## src/rtl/conv_pkg.sv

```systemverilog
`default_nettype none
// ============================================================================
//  Module      : conv_pkg
//  Description : Shared types and constants for the 3x3 sequential
//                convolution MAC (state encoding, tap-select codes,
//                default data/accumulator widths).
//  Revision    : 1.0 - initial release
// ============================================================================
package conv_pkg;

    // Default widths: 8-bit pixels/weights, 21-bit accumulator holds the
    // full range of nine unsigned-by-signed 8-bit products.
    localparam int DEF_DATA_W = 8;
    localparam int DEF_ACC_W  = 21;

    // Tap-select codes driven to the external 9:1 window mux.
    // SEL_IDLE makes the mux output zero; SEL_LAST is the final tap.
    localparam logic [3:0] SEL_IDLE = 4'hF;
    localparam logic [3:0] SEL_LAST = 4'd8;

    typedef enum logic [1:0] {
        ST_IDLE = 2'd0,
        ST_RUN  = 2'd1,
        ST_DONE = 2'd2
    } state_t;

endpackage : conv_pkg
`default_nettype wire

```

## src/rtl/conv_seq_if.sv

```systemverilog
`default_nettype none
// ============================================================================
//  Module      : conv_seq_if
//  Description : Handshake/data bundle between the convolution sequencer
//                and its environment (start, tap select, mux data, result
//                valid/ready handshake).
//  Revision    : 1.0 - initial release
// ============================================================================
interface conv_seq_if
    import conv_pkg::*;
#(
    parameter int DATA_W = DEF_DATA_W,
    parameter int ACC_W  = DEF_ACC_W
);
    logic                     start_i;
    logic                     busy_o;
    logic [3:0]               sel_o;
    logic [DATA_W-1:0]        pixel_i;
    logic signed [DATA_W-1:0] weight_i;
    logic                     res_valid_o;
    logic                     res_ready_i;
    logic signed [ACC_W-1:0]  res_o;

    // Environment side: issues start, supplies mux data, consumes result.
    modport master (
        output start_i,
        input  busy_o,
        input  sel_o,
        output pixel_i,
        output weight_i,
        input  res_valid_o,
        output res_ready_i,
        input  res_o
    );

    // Sequencer side.
    modport slave (
        input  start_i,
        output busy_o,
        output sel_o,
        input  pixel_i,
        input  weight_i,
        output res_valid_o,
        input  res_ready_i,
        output res_o
    );

endinterface : conv_seq_if
`default_nettype wire

```

## src/rtl/conv_mac.sv

```systemverilog
`default_nettype none
// ============================================================================
//  Module      : conv_mac
//  Description : Signed multiply-accumulate. Pixel is unsigned and is
//                zero-extended before multiplying by the signed weight.
//                Accumulator clears on clr, advances on en, and exposes the
//                next-value sum so the caller can capture the final total
//                in the same cycle the last product is added.
//  Revision    : 1.0 - initial release
// ============================================================================
module conv_mac #(
    parameter int DATA_W = 8,
    parameter int ACC_W  = 21
) (
    input  wire logic                     clk,
    input  wire logic                     rst,
    input  wire logic                     clr_i,
    input  wire logic                     en_i,
    input  wire logic [DATA_W-1:0]        pixel_i,
    input  wire logic signed [DATA_W-1:0] weight_i,
    output logic signed [ACC_W-1:0]       acc_next_o
);

    // Product width: (DATA_W+1)-bit signed pixel times DATA_W-bit weight.
    localparam int PW = 2 * DATA_W + 1;

    logic signed [PW-1:0]    w_pix_x;
    logic signed [PW-1:0]    w_wt_x;
    logic signed [PW-1:0]    w_prod;
    logic signed [ACC_W-1:0] w_prod_ext;
    logic signed [ACC_W-1:0] r_acc;

    // Extend both operands to the product width so the multiply is exact.
    assign w_pix_x    = {{(DATA_W+1){1'b0}}, pixel_i};
    assign w_wt_x     = {{(DATA_W+1){weight_i[DATA_W-1]}}, weight_i};
    assign w_prod     = w_pix_x * w_wt_x;
    assign w_prod_ext = {{(ACC_W-PW){w_prod[PW-1]}}, w_prod};
    assign acc_next_o = r_acc + w_prod_ext;

    // Accumulator register: reset/clear to zero, otherwise add when enabled.
    always_ff @(posedge clk) begin
        if (rst || clr_i) begin
            r_acc <= '0;
        end else if (en_i) begin
            r_acc <= acc_next_o;
        end
    end

endmodule : conv_mac
`default_nettype wire

```

## src/rtl/conv_seq.sv

```systemverilog
`default_nettype none
// ============================================================================
//  Module      : conv_seq
//  Description : Sequential 3x3 convolution window MAC. On start, steps the
//                external window mux through taps 0..8 (one per cycle),
//                accumulates pixel*weight, then presents the result with a
//                valid/ready handshake until consumed.
//                Optional macro CONV_SEQ_RELU_EN clamps negative results to
//                zero when the result is captured.
//  Revision    : 1.0 - initial release
// ============================================================================
module conv_seq
    import conv_pkg::*;
#(
    parameter int DATA_W = DEF_DATA_W,
    parameter int ACC_W  = DEF_ACC_W
) (
    input  wire logic   clk,
    input  wire logic   rst,
    conv_seq_if.slave   bus
);

    state_t                  r_state;
    logic [3:0]              r_cnt;
    logic [3:0]              r_sel;
    logic                    r_busy;
    logic                    r_valid;
    logic signed [ACC_W-1:0] r_res;

    logic                    w_clr;
    logic                    w_en;
    logic signed [ACC_W-1:0] w_acc_next;
    logic signed [ACC_W-1:0] w_res_next;

    // Clear on the accepted start so the pass begins from zero; add only in RUN.
    assign w_clr = (r_state == ST_IDLE) && bus.start_i;
    assign w_en  = (r_state == ST_RUN);

    conv_mac #(
        .DATA_W (DATA_W),
        .ACC_W  (ACC_W)
    ) u_mac (
        .clk        (clk),
        .rst        (rst),
        .clr_i      (w_clr),
        .en_i       (w_en),
        .pixel_i    (bus.pixel_i),
        .weight_i   (bus.weight_i),
        .acc_next_o (w_acc_next)
    );

`ifdef CONV_SEQ_RELU_EN
    // ReLU: negative totals become zero at capture time.
    assign w_res_next = w_acc_next[ACC_W-1] ? '0 : w_acc_next;
`else
    assign w_res_next = w_acc_next;
`endif

    // Sequencer FSM with registered outputs; captures the final sum on the
    // last tap so the result is ready the cycle DONE is entered.
    always_ff @(posedge clk) begin
        if (rst) begin
            r_state <= ST_IDLE;
            r_cnt   <= 4'd0;
            r_sel   <= SEL_IDLE;
            r_busy  <= 1'b0;
            r_valid <= 1'b0;
            r_res   <= '0;
        end else begin
            case (r_state)
                ST_IDLE: begin
                    if (bus.start_i) begin
                        r_state <= ST_RUN;
                        r_cnt   <= 4'd0;
                        r_sel   <= 4'd0;
                        r_busy  <= 1'b1;
                    end
                end
                ST_RUN: begin
                    if (r_cnt == SEL_LAST) begin
                        r_state <= ST_DONE;
                        r_cnt   <= 4'd0;
                        r_sel   <= SEL_IDLE;
                        r_valid <= 1'b1;
                        r_res   <= w_res_next;
                    end else begin
                        r_cnt <= r_cnt + 4'd1;
                        r_sel <= r_cnt + 4'd1;
                    end
                end
                ST_DONE: begin
                    // start_i is deliberately ignored here; a new pass needs
                    // start asserted again once back in IDLE.
                    if (bus.res_ready_i) begin
                        r_state <= ST_IDLE;
                        r_valid <= 1'b0;
                        r_busy  <= 1'b0;
                    end
                end
                default: begin
                    r_state <= ST_IDLE;
                    r_cnt   <= 4'd0;
                    r_sel   <= SEL_IDLE;
                    r_busy  <= 1'b0;
                    r_valid <= 1'b0;
                end
            endcase
        end
    end

    assign bus.busy_o      = r_busy;
    assign bus.sel_o       = r_sel;
    assign bus.res_valid_o = r_valid;
    assign bus.res_o       = r_res;

endmodule : conv_seq
`default_nettype wire

```

## src/flat_wrapper.sv

```systemverilog
// flat-port wrapper written by rule: the top's interface ports become plain ports
module conv_seq_flat import conv_pkg::*;
#(
    parameter int DATA_W = DEF_DATA_W,
    parameter int ACC_W  = DEF_ACC_W
)
  (clk, rst, bus_start_i, bus_busy_o, bus_sel_o, bus_pixel_i, bus_weight_i, bus_res_valid_o, bus_res_ready_i, bus_res_o);
  conv_seq_if #(.DATA_W(DATA_W), .ACC_W(ACC_W)) bus_i ();
  input  wire logic clk;
  input  wire logic rst;
  input wire logic [$bits(bus_i.start_i)-1:0] bus_start_i;
  output wire logic [$bits(bus_i.busy_o)-1:0] bus_busy_o;
  output wire logic [$bits(bus_i.sel_o)-1:0] bus_sel_o;
  input wire logic [$bits(bus_i.pixel_i)-1:0] bus_pixel_i;
  input wire logic [$bits(bus_i.weight_i)-1:0] bus_weight_i;
  output wire logic [$bits(bus_i.res_valid_o)-1:0] bus_res_valid_o;
  input wire logic [$bits(bus_i.res_ready_i)-1:0] bus_res_ready_i;
  output wire logic [$bits(bus_i.res_o)-1:0] bus_res_o;
  assign bus_i.start_i = bus_start_i;
  assign bus_busy_o = bus_i.busy_o;
  assign bus_sel_o = bus_i.sel_o;
  assign bus_i.pixel_i = bus_pixel_i;
  assign bus_i.weight_i = bus_weight_i;
  assign bus_res_valid_o = bus_i.res_valid_o;
  assign bus_i.res_ready_i = bus_res_ready_i;
  assign bus_res_o = bus_i.res_o;
  conv_seq #(.DATA_W(DATA_W), .ACC_W(ACC_W)) u_core (.clk(clk), .rst(rst), .bus(bus_i));
endmodule
```

## config.mk

```make
export PLATFORM = sky130hd
export DESIGN_NAME = conv_seq_flat
export DESIGN_NICKNAME = d
export VERILOG_FILES = /design/src/rtl/conv_pkg.sv /design/src/rtl/conv_seq_if.sv /design/src/rtl/conv_mac.sv /design/src/rtl/conv_seq.sv /design/src/flat_wrapper.sv
export SDC_FILE = /design/constraint.sdc
export NUM_CORES = 1
export LEC_CHECK = 0
export BUFFER_PORTS_ARGS = -buffer_cell sky130_fd_sc_hd__buf_4
export CAP_MARGIN = 20
export CORE_ASPECT_RATIO = 1.4
export CORE_MARGIN = 4
export CORE_UTILIZATION = 27
export CTS_CLUSTER_DIAMETER = 60
export DETAILED_ROUTE_END_ITERATION = 7
export PLACE_DENSITY = 0.44
export SLEW_MARGIN = 25
export SYNTH_ARGS = -nofsm -noshare
export SYNTH_HDL_FRONTEND = slang
export SYNTH_SLANG_ARGS = --single-unit
```

## constraint.sdc

```tcl
create_clock -name clk -period 4.9 [get_ports clk]
set_clock_uncertainty 0.15 [all_clocks]
set_input_delay 0.245 -clock clk [delete_from_list [all_inputs] [get_ports clk]]
set_output_delay 0.245 -clock clk [all_outputs]
set_load 0.1 [all_outputs]
```

== After elaboration in Yosys (flattened, before gate mapping) ==
Cells that the tools add are included.
Operators by class
  bitwise logic cells: 3
  $add $sub $neg: 2
  $mul: 1
  muxes and demuxes: 14
  equal/unequal tests: 6
  reductions and logical operators: 8
Operator list (number)
  $pmux W4 S3: 2
  $add A21 B17 Y21: 1
  $mul A9 B8 Y17: 1
  $mux W4: 3
  $reduce_and A3 Y1: 3
  $mux W2: 3
  $pmux W1 S3: 2
  $pmux W2 S3: 1
  $add A4 B1 Y4 const B: 1
  $eq A4 B4 Y1 const B: 1
  $ne A2 B2 Y1 const B: 2
  $reduce_and A2 Y1: 2
  $mux W1: 3
  $not A1 Y1: 3
  $eq A2 B1 Y1 const B: 1
  $eq A2 B2 Y1 const B: 1
  $logic_not A2 Y1: 1
  $ne A2 B1 Y1 const B: 1
  $logic_and A1 B1 Y1: 1
  $logic_or A1 B1 Y1: 1
Word-level totals
  input bits: 20
  output and inout port bits: 27
  register bits after elaboration: 54
  word-level logic and storage cells: 41

== Depth between registers and ports, before layout ==
Gate-level depths: netlist of the first run.
  depth after elaboration: 3
  gate-level depth with buffers: 19
  mapped depth without buffers: 17

== Hierarchy ==
From an unflattened synthesis of the first run, not the netlist that was laid out.
Second synthesis, totals
  cell total of the unflattened synthesis: 564
  area total of the unflattened synthesis: 5018.6 um2
By module, submodules not included
  conv_mac: cells each 412, times used 1, area each 3759.9 um2, sequential area each 420.4 um2
  conv_seq: cells each 152, times used 1, area each 1258.7 um2, sequential area each 660.6 um2

== Worst setup path after synthesis of the first run ==
OpenSTA, ideal clock, no wires.
  kind: input port to flip-flop
  start point: in bus_pixel_i[6]
  end point: reg u_core.u_mac.r_acc[17]
  path buffers: 2
  setup time: 122 ps
  data arrival time: 4586 ps
  setup slack: 42 ps
  stages on the path: 18
  data required time: 4628 ps
  cell sequence: clkbuf_1 > nand2_1 > fa_1 > inv_1 > fa_1 > inv_1 > fa_1 > fa_1 > inv_1 > ha_1 > ha_1 > buf_2 > nand3_1 > a2bb2oi_1 > o211ai_2 > nand3_1 > mux2_1 > a311o_1
On the way
  longest elaborated chain between the ends: 2
RTL lines
  start, declared: line flat_wrapper.sv:14  | input wire logic [$bits(bus_i.pixel_i)-1:0] bus_pixel_i;
  $mul A9 B8 Y17: line conv_mac.sv:36  | assign w_prod = w_pix_x * w_wt_x;
  $add A21 B17 Y21: line conv_mac.sv:38  | assign acc_next_o = r_acc + w_prod_ext;
  end signal, assigned: line conv_mac.sv:45  | r_acc <= acc_next_o;
  end, declared: line conv_mac.sv:31  | logic signed [ACC_W-1:0] r_acc;
No other way between the ends.
A chain may end at the register's enable or synchronous reset.

== Final worst setup path of the first run ==
  start point: reg u_core.u_mac.r_acc[4]
  end point: reg u_core.r_res[20], in the netlist u_core.bus.res_o[20]
On the way
  longest elaborated chain between the ends: 1
RTL lines
  $add A21 B17 Y21: line conv_mac.sv:38
  end signal, assigned: line conv_seq.sv:85  | r_res <= w_res_next;
  end, declared: line conv_seq.sv:28  | logic signed [ACC_W-1:0] r_res;
No other way between the ends.

==> results.sh, run 1 <==
export IMPL_drv_cap=0
export IMPL_vias=4296
export IMPL_r2r_start="u_core.u_mac.r_acc[4]"
export IMPL_period_share=0.965
export IMPL_holdPathEnd="u_core.r_state[1]"
export IMPL_dp_cells=913
export IMPL_grt_max_degree=34
export IMPL_drc_errors=0
export IMPL_syn_num_nets=739
export IMPL_postRouteAntennaNets=0
export IMPL_clk_pin_slew_ns=0.08
export IMPL_worst_slew_pin_slew_ns=1.04
export IMPL_finalInstanceArea_um2=6330
export IMPL_overflow=0
export IMPL_rows=59
export IMPL_grtUsageTotal=0.132
export IMPL_hold_path_depth=4
export IMPL_final_cell_mix="105 x nand2_1, 94 x buf_4, 73 x inv_1"
export IMPL_drt_iter0_markers=163
export IMPL_r2r_end="u_core.bus.res_o[20]"
export IMPL_max_freq_ghz=0.211
export IMPL_syn_inst=602
export IMPL_numCtsBuffers=5
export IMPL_viasPerCell=4.65
export IMPL_hp_start="bus_res_ready_i"
export IMPL_start_kind="flop"
export IMPL_synth_area_leaders="dfxtp_1 21%, fa_1 20%, ha_1 16%, nand2_1 7.7%, inv_1 5.4%"
export IMPL_ioPinCount=47
export IMPL_ys_types=54
export IMPL_antennaDiodeCount=0
export IMPL_dieArea_um2=21300
export IMPL_drive_gt1_frac=0.191
export IMPL_fin_setup_tns_ns=0
export IMPL_powerDensity_nw_per_um2=535
export IMPL_synth_top_cell_area_share=0.210
export IMPL_die_y_um=171
export IMPL_r2r_slack_ns=0.17
export IMPL_synthArstFlopShare=0
export IMPL_vdd_drop_max_mv=0.347
export IMPL_clockBufferDepth=2
export IMPL_period_needed_ns=4.73
export IMPL_cts_tree="done"
export IMPL_rr_worst_depth=16
export IMPL_initial_core_util=0.275
export IMPL_cts_root_buf="clkbuf_16"
export IMPL_setup_viol=0
export IMPL_synth_edf_count=0
export IMPL_cp_required_ns=4.98
export IMPL_slew_viol_final=0
export IMPL_status="completed"
export IMPL_ys_seq_elements=54
export IMPL_finalWorstSetupSlack_ns=0.171
export IMPL_dpl_instance_area_um2=5990
export IMPL_portBuffers=46
export IMPL_post_drt_wl_per_cell_um=14.7
export IMPL_ys_seq_area_frac=0.210
export IMPL_grt_pass1_vias=4612
export IMPL_finish_utilization=0.339
export IMPL_die_w_um=125
export IMPL_grt_pass1_wl_um=23300
export IMPL_numClockSinks=54
export IMPL_slew_headroom=0.309
export IMPL_synth_area_um2=5140
export IMPL_hold_path_class="input port to flop"
export IMPL_crit_fanout=4
export IMPL_syn_avg_cell_area_um2=8.53
export IMPL_finalPower_mw=3.39
export IMPL_yosysTopAreaCell="dfxtp_1"
export IMPL_antenna_found_initial=0
export IMPL_power_leakage_nw=2.95
export IMPL_yosys_warnings=0
export IMPL_dp_slack_ns=-0.251
export IMPL_gp_congestion=0.851
export IMPL_stdcell_count=924
export IMPL_worst_skew_pair_late_latency_ns=0.30
export IMPL_synthToLayoutAreaGrowth_pct=23.3
export IMPL_finalHoldViolations=0
export IMPL_synth_flop_cell="dfxtp_1"
export IMPL_drt_wl_total_um=13600
export IMPL_core_um2=18700
export IMPL_nets=816
export IMPL_first_pass_iters=4
export IMPL_cts_hold_fix_buffers=0
export IMPL_rsz0062_at_grt="true"
export IMPL_hold_ws_ns=0.0826
export IMPL_cp_arrival_ns=4.81
export IMPL_critPathKind="flop to flop"
export IMPL_ctsHtreeMaxLevel=2
export IMPL_layout_commonest_cell="nand2_1"
export IMPL_cp_end_kind="flop"
export IMPL_dp_hpwl_um=11200
## worst max-delay path: stages (launching register included)
cell and delay [ns]:
dfxtp_1 0.33, inv_1 0.06, fa_1 0.53, inv_1 0.05, fa_1 0.45, ha_1 0.33, fa_1 0.50, ha_1 0.31
ha_1 0.23, fa_2 0.38, a21oi_4 0.19, o21ai_4 0.08, a211oi_2 0.22, buf_4 0.18, nor3b_2 0.07, or4b_1 0.53
nand3_1 0.10
## kinds of logic after synthesis
group           Yosys count  synth area share
compound gates           96             0.123
simple gates            221             0.200
flops                    54             0.210
xor+xnor                 14            0.0239
buf+inv                  98            0.0794
mux                       2           0.00414
fa+ha+maj               117             0.360
## cell usage after synthesis (2+ instances only)
| cell | count |
|---|---|
| o21ai_0 | 5 |
| nor4b_1 | 2 |
| a211oi_1 | 4 |
| nand4_1 | 4 |
| inv_1 | 74 |
| ha_1 | 66 |
| a21oi_2 | 2 |
| a2bb2oi_1 | 2 |
| nor2b_1 | 4 |
| nor2_1 | 35 |
| a21oi_1 | 48 |
| xnor2_1 | 10 |
| o311ai_1 | 2 |
| nand2b_1 | 3 |
| a221o_1 | 6 |
| a311o_1 | 4 |
| clkbuf_1 | 14 |
| buf_6 | 2 |
| o2111ai_1 | 2 |
| clkbuf_8 | 2 |
| nand3_1 | 22 |
| a21o_1 | 5 |
| xor2_1 | 4 |
| nor3_1 | 4 |
| nand2_1 | 106 |
| o21bai_1 | 2 |
| o21ai_1 | 3 |
| or4_1 | 3 |
| buf_2 | 4 |
| and2_1 | 30 |
| fa_1 | 51 |
| dfxtp_1 | 54 |
| buf_1 | 2 |
## worst max path at each step
stage / endpoint / depth (start not counted) / start / slack [ns]
5_1_grt: u_core.bus.res_o[20] / 16 / u_core.u_mac.r_acc[4] / -0.02
4_1_cts: u_core.u_mac.r_acc[19] / 17 / u_core.u_mac.r_acc[6] / -0.02
6_report: u_core.bus.res_o[20] / 16 / u_core.u_mac.r_acc[4] / 0.17
2_1_floorplan: u_core.u_mac.r_acc[17] / 18 / bus_pixel_i[6] / 0.04
3_3_place_gp: u_core.u_mac.r_acc[17] / 17 / bus_weight_i[7] / -0.18
3_5_place_dp: u_core.u_mac.r_acc[17] / 17 / bus_weight_i[7] / -0.25
## report_power, final
group	total, mW	internal (mW)	switching (mW)	leakage (nW)
sequential	0.506	0.479	0.0271	0.439
combinational	2.47	1.16	1.31	2.43
clock	0.416	0.244	0.172	0.0844
## sequential cells by signal (all words and copies together), names as in the netlist
| name | cells |
|---|---|
| u_core.bus.res_o | 21 |
| u_core.u_mac.r_acc | 21 |
| u_core.bus.sel_o | 4 |
| u_core.r_cnt | 4 |
| u_core.r_state | 2 |
| u_core.bus.busy_o | 1 |
| u_core.bus.res_valid_o | 1 |
## per-layer routing
layer / share of wire / wire [µm] / up-vias / global-route usage
met5: 0 / 0 / - / 0
met4: 0.025 / 337 / 0 / 0.0405
met3: 0.025 / 335 / 18 / 0.0127
met2: 0.53 / 7220 / 68 / 0.254
met1: 0.42 / 5740 / 2072 / 0.154
li1: - / - / 2138 / -
## cell type report
type | instances | area [µm²]
Sequential cell | 54 | 1080
Clock buffer | 5 | 125
Inverter | 74 | 278
Fill cell | 1945 | 12300
Timing Repair Buffer | 94 | 706
Multi-Input combinational cell | 450 | 3790
Tap cell | 244 | 305
Clock inverter | 3 | 47.5
## what timing repair did
action / in CTS / in global routing
pin swaps: 2 / 7
setup endpoints to repair: 6 / 18
setup buffers: 1 / 2
gates resized for setup: 3 / 22
endpoints found under the hold margin: 0 / 0
(Power assumes the default switching activity.)
==> inputs of run 2 (changes only) <==
--- a/config.mk
+++ b/config.mk
@@ -9,10 +9,11 @@
 export CAP_MARGIN = 20
 export CORE_ASPECT_RATIO = 1.4
 export CORE_MARGIN = 4
-export CORE_UTILIZATION = 27
+export CORE_UTILIZATION = 55
 export CTS_CLUSTER_DIAMETER = 60
 export DETAILED_ROUTE_END_ITERATION = 7
-export PLACE_DENSITY = 0.44
+export GPL_TIMING_DRIVEN = 0
+export PLACE_DENSITY = 0.78
 export SLEW_MARGIN = 25
 export SYNTH_ARGS = -nofsm -noshare
 export SYNTH_HDL_FRONTEND = slang
==> run 2 against run 1 <==
Count of clock-buffer cells in the layout increased by 1; largest power group unchanged; highest routed layer unchanged; largest cell class unchanged; register-to-register slack about the same; hold slack improved by 0.0075 ns; worst setup slack got worse by 0.016 ns; first-iteration DRC count increased by 23%.
==> results.sh, run 2 (same netlist as run 1, synthesis figures left out) <==
export IMPL_antenna_found_initial=0
export IMPL_overflow=0
export IMPL_die_y_um=122
export IMPL_dp_cells=752
export IMPL_finalHoldViolations=0
export IMPL_rr_worst_depth=16
export IMPL_cp_cell_sequence="buf_4 > nand2b_1 > fa_1 > inv_1 > fa_1 > inv_1 > fa_1 > fa_1 > inv_1 > ha_1 > ha_1 > buf_2 > nand3_1 > a2bb2oi_2 > o211ai_2 > nand3_2 > mux2_1 > a311o_1"
export IMPL_core_um2=9080
export IMPL_worst_slew_pin_slew_ns=0.680
export IMPL_slew_headroom=0.546
export IMPL_stdcell_count=769
export IMPL_clockBufferDepth=2
export IMPL_drv_cap=0
export IMPL_crit_fanout=8
export IMPL_antennaDiodeCount=0
export IMPL_multi_input_area_um2=3820
export IMPL_die_w_um=89.7
export IMPL_numCtsBuffers=5
export IMPL_dieArea_um2=11000
export IMPL_vias=4407
export IMPL_crit_path_top_delay_cell="fa_1"
export IMPL_start_kind="input port"
export IMPL_power_leakage_nw=2.81
export IMPL_vdd_drop_max_mv=0.416
export IMPL_comb_power_share=0.721
export IMPL_pwr_share_seq=0.160
export IMPL_r2r_start="u_core.u_mac.r_acc[4]"
export IMPL_gp_congestion=0.933
export IMPL_crit_path_max_incr_delay_ns=0.56
export IMPL_cts_tree="done"
export IMPL_period_needed_ns=4.74
export IMPL_ioPinCount=47
export IMPL_dp_hpwl_um=9950
export IMPL_switchingPower_mw=1.49
export IMPL_cp_end_kind="flop"
export IMPL_powerDensity_nw_per_um2=524
export IMPL_drt_iter0_markers=200
export IMPL_grt_pass1_vias=4587
export IMPL_synthToLayoutAreaGrowth_pct=16.9
export IMPL_cpMostUsedCell="fa_1"
export IMPL_first_pass_iters=4
export IMPL_grt_max_degree=18
export IMPL_drive_gt1_frac=0.157
export IMPL_initial_core_util=0.566
export IMPL_critical_path_cell_count=18
export IMPL_clkPwrFrac=0.119
export IMPL_cp_required_ns=4.93
export IMPL_crit_end="u_core.u_mac.r_acc[17]"
export IMPL_cp_arrival_ns=4.77
export IMPL_grtUsageTotal=0.242
export IMPL_hold_path_class="input port to flop"
export IMPL_cts_hold_fix_buffers=0
export IMPL_max_freq_ghz=0.211
export IMPL_worst_skew_pair_late_latency_ns=0.30
export IMPL_drt_wl_total_um=12600
export IMPL_postRouteAntennaNets=0
export IMPL_setup_viol=0
export IMPL_regArea_um2=1080
export IMPL_numClockSinks=54
export IMPL_viasPerCell=5.73
export IMPL_r2r_end="u_core.u_mac.r_acc[20]"
export IMPL_cp_num_buf_inv=5
export IMPL_portBuffers=43
export IMPL_cp_top_family="adder cells"
export IMPL_final_cell_mix="105 x nand2_1, 73 x inv_1, 59 x ha_1"
export IMPL_cts_root_buf="clkbuf_16"
export IMPL_ctsHtreeMaxLevel=2
export IMPL_nets=798
export IMPL_hp_start="bus_res_ready_i"
export IMPL_critPathKind="input port to flop"
export IMPL_status="completed"
export IMPL_slew_viol_final=0
export IMPL_drc_errors=0
export IMPL_finalPower_mw=3.15
export IMPL_layout_commonest_cell="nand2_1"
export IMPL_crit_start="bus_pixel_i[4]"
export IMPL_clk_pin_slew_ns=0.07
export IMPL_r2r_slack_ns=0.18
export IMPL_rows=41
export IMPL_grt_pass1_wl_um=20900
export IMPL_internal_power_mw=1.66
export IMPL_period_share=0.968
export IMPL_post_drt_wl_per_cell_um=16.3
export IMPL_p_sw_frac=0.473
export IMPL_num_fill_cells=720
[run 2: worst min path at each step]
stage	cells after the start	to	slack [ns]
floorplan	2	u_core.r_state[0]	0.27
finish	4	u_core.r_state[1]	0.09
global placement	2	u_core.u_mac.r_acc[13]	0.30
global route	4	u_core.r_state[1]	0.13
CTS	4	u_core.r_state[1]	0.09
detailed placement	2	u_core.bus.res_o[1]	0.30
[run 2: power groups by stage]
| stage | Combinational, mW | Sequential, mW | Clock (mW) |
|---|---|---|---|
| floorplan | 1.37 | 0.533 | 0 |
| global placement | 1.74 | 0.512 | 0 |
| global route | 2.50 | 0.509 | 0.396 |
| detailed placement | 1.79 | 0.514 | 0 |
| CTS | 1.92 | 0.504 | 0.382 |
| finish | 2.27 | 0.504 | 0.374 |
[run 2: per-layer routing]
metal  global-route usage  routed length, µm  part of all wire  vias to the layer above
met5                    0                  0                 0                        -
met4                0.107                420             0.033                        0
met3               0.0269                455             0.036                       34
met2                0.439               6710              0.53                      122
met1                0.277               4970              0.40                     2145
li1                     -                  -                 -                     2106
[run 2: final cells by class]
| cell class | instances | share of cell area |
|---|---|---|
| multi-input combinational | 450 | 0.637 |
| clock buffer | 6 | 0.0231 |
| inverter | 74 | 0.0469 |
| sequential | 54 | 0.180 |
| timing repair buffer | 52 | 0.0657 |
| clock inverter | 2 | 0.00271 |
| buffer | 24 | 0.0221 |
| tap | 107 | 0.0223 |
[run 2: repair_timing]
item / 4_1_cts / 5_1_grt
endpoints found under the setup margin: 4 / 15
resized for setup: 9 / 29
buffers inserted: 4 / 5
pin swaps: 3 / 11
[run 2: per-stage QoR]
stage / hold slack, ns / utilization / setup TNS, ns / worst slack, ns / area (µm²)
floorplan: 0.268 / - / 0 / 0.0422 / 5140
global placement: 0.295 / 0.616 / -2.78 / -0.376 / 5590
detailed placement: 0.299 / 0.616 / -3.71 / -0.452 / 5590
CTS: 0.0917 / 0.641 / 0 / 0.00475 / 5820
global route: 0.128 / 0.661 / -0.0437 / -0.0222 / 6000
finish: 0.0901 / 0.661 / 0 / 0.156 / 6000
[run 2: worst reg2reg max path, delay by kind of cell (launching register included)]
kind | cells | cell delay, ns
fa+ha+maj | 7 | 2.69
simple gates | 3 | 0.69
compound gates | 3 | 0.51
flops | 1 | 0.33
buf+inv | 3 | 0.28
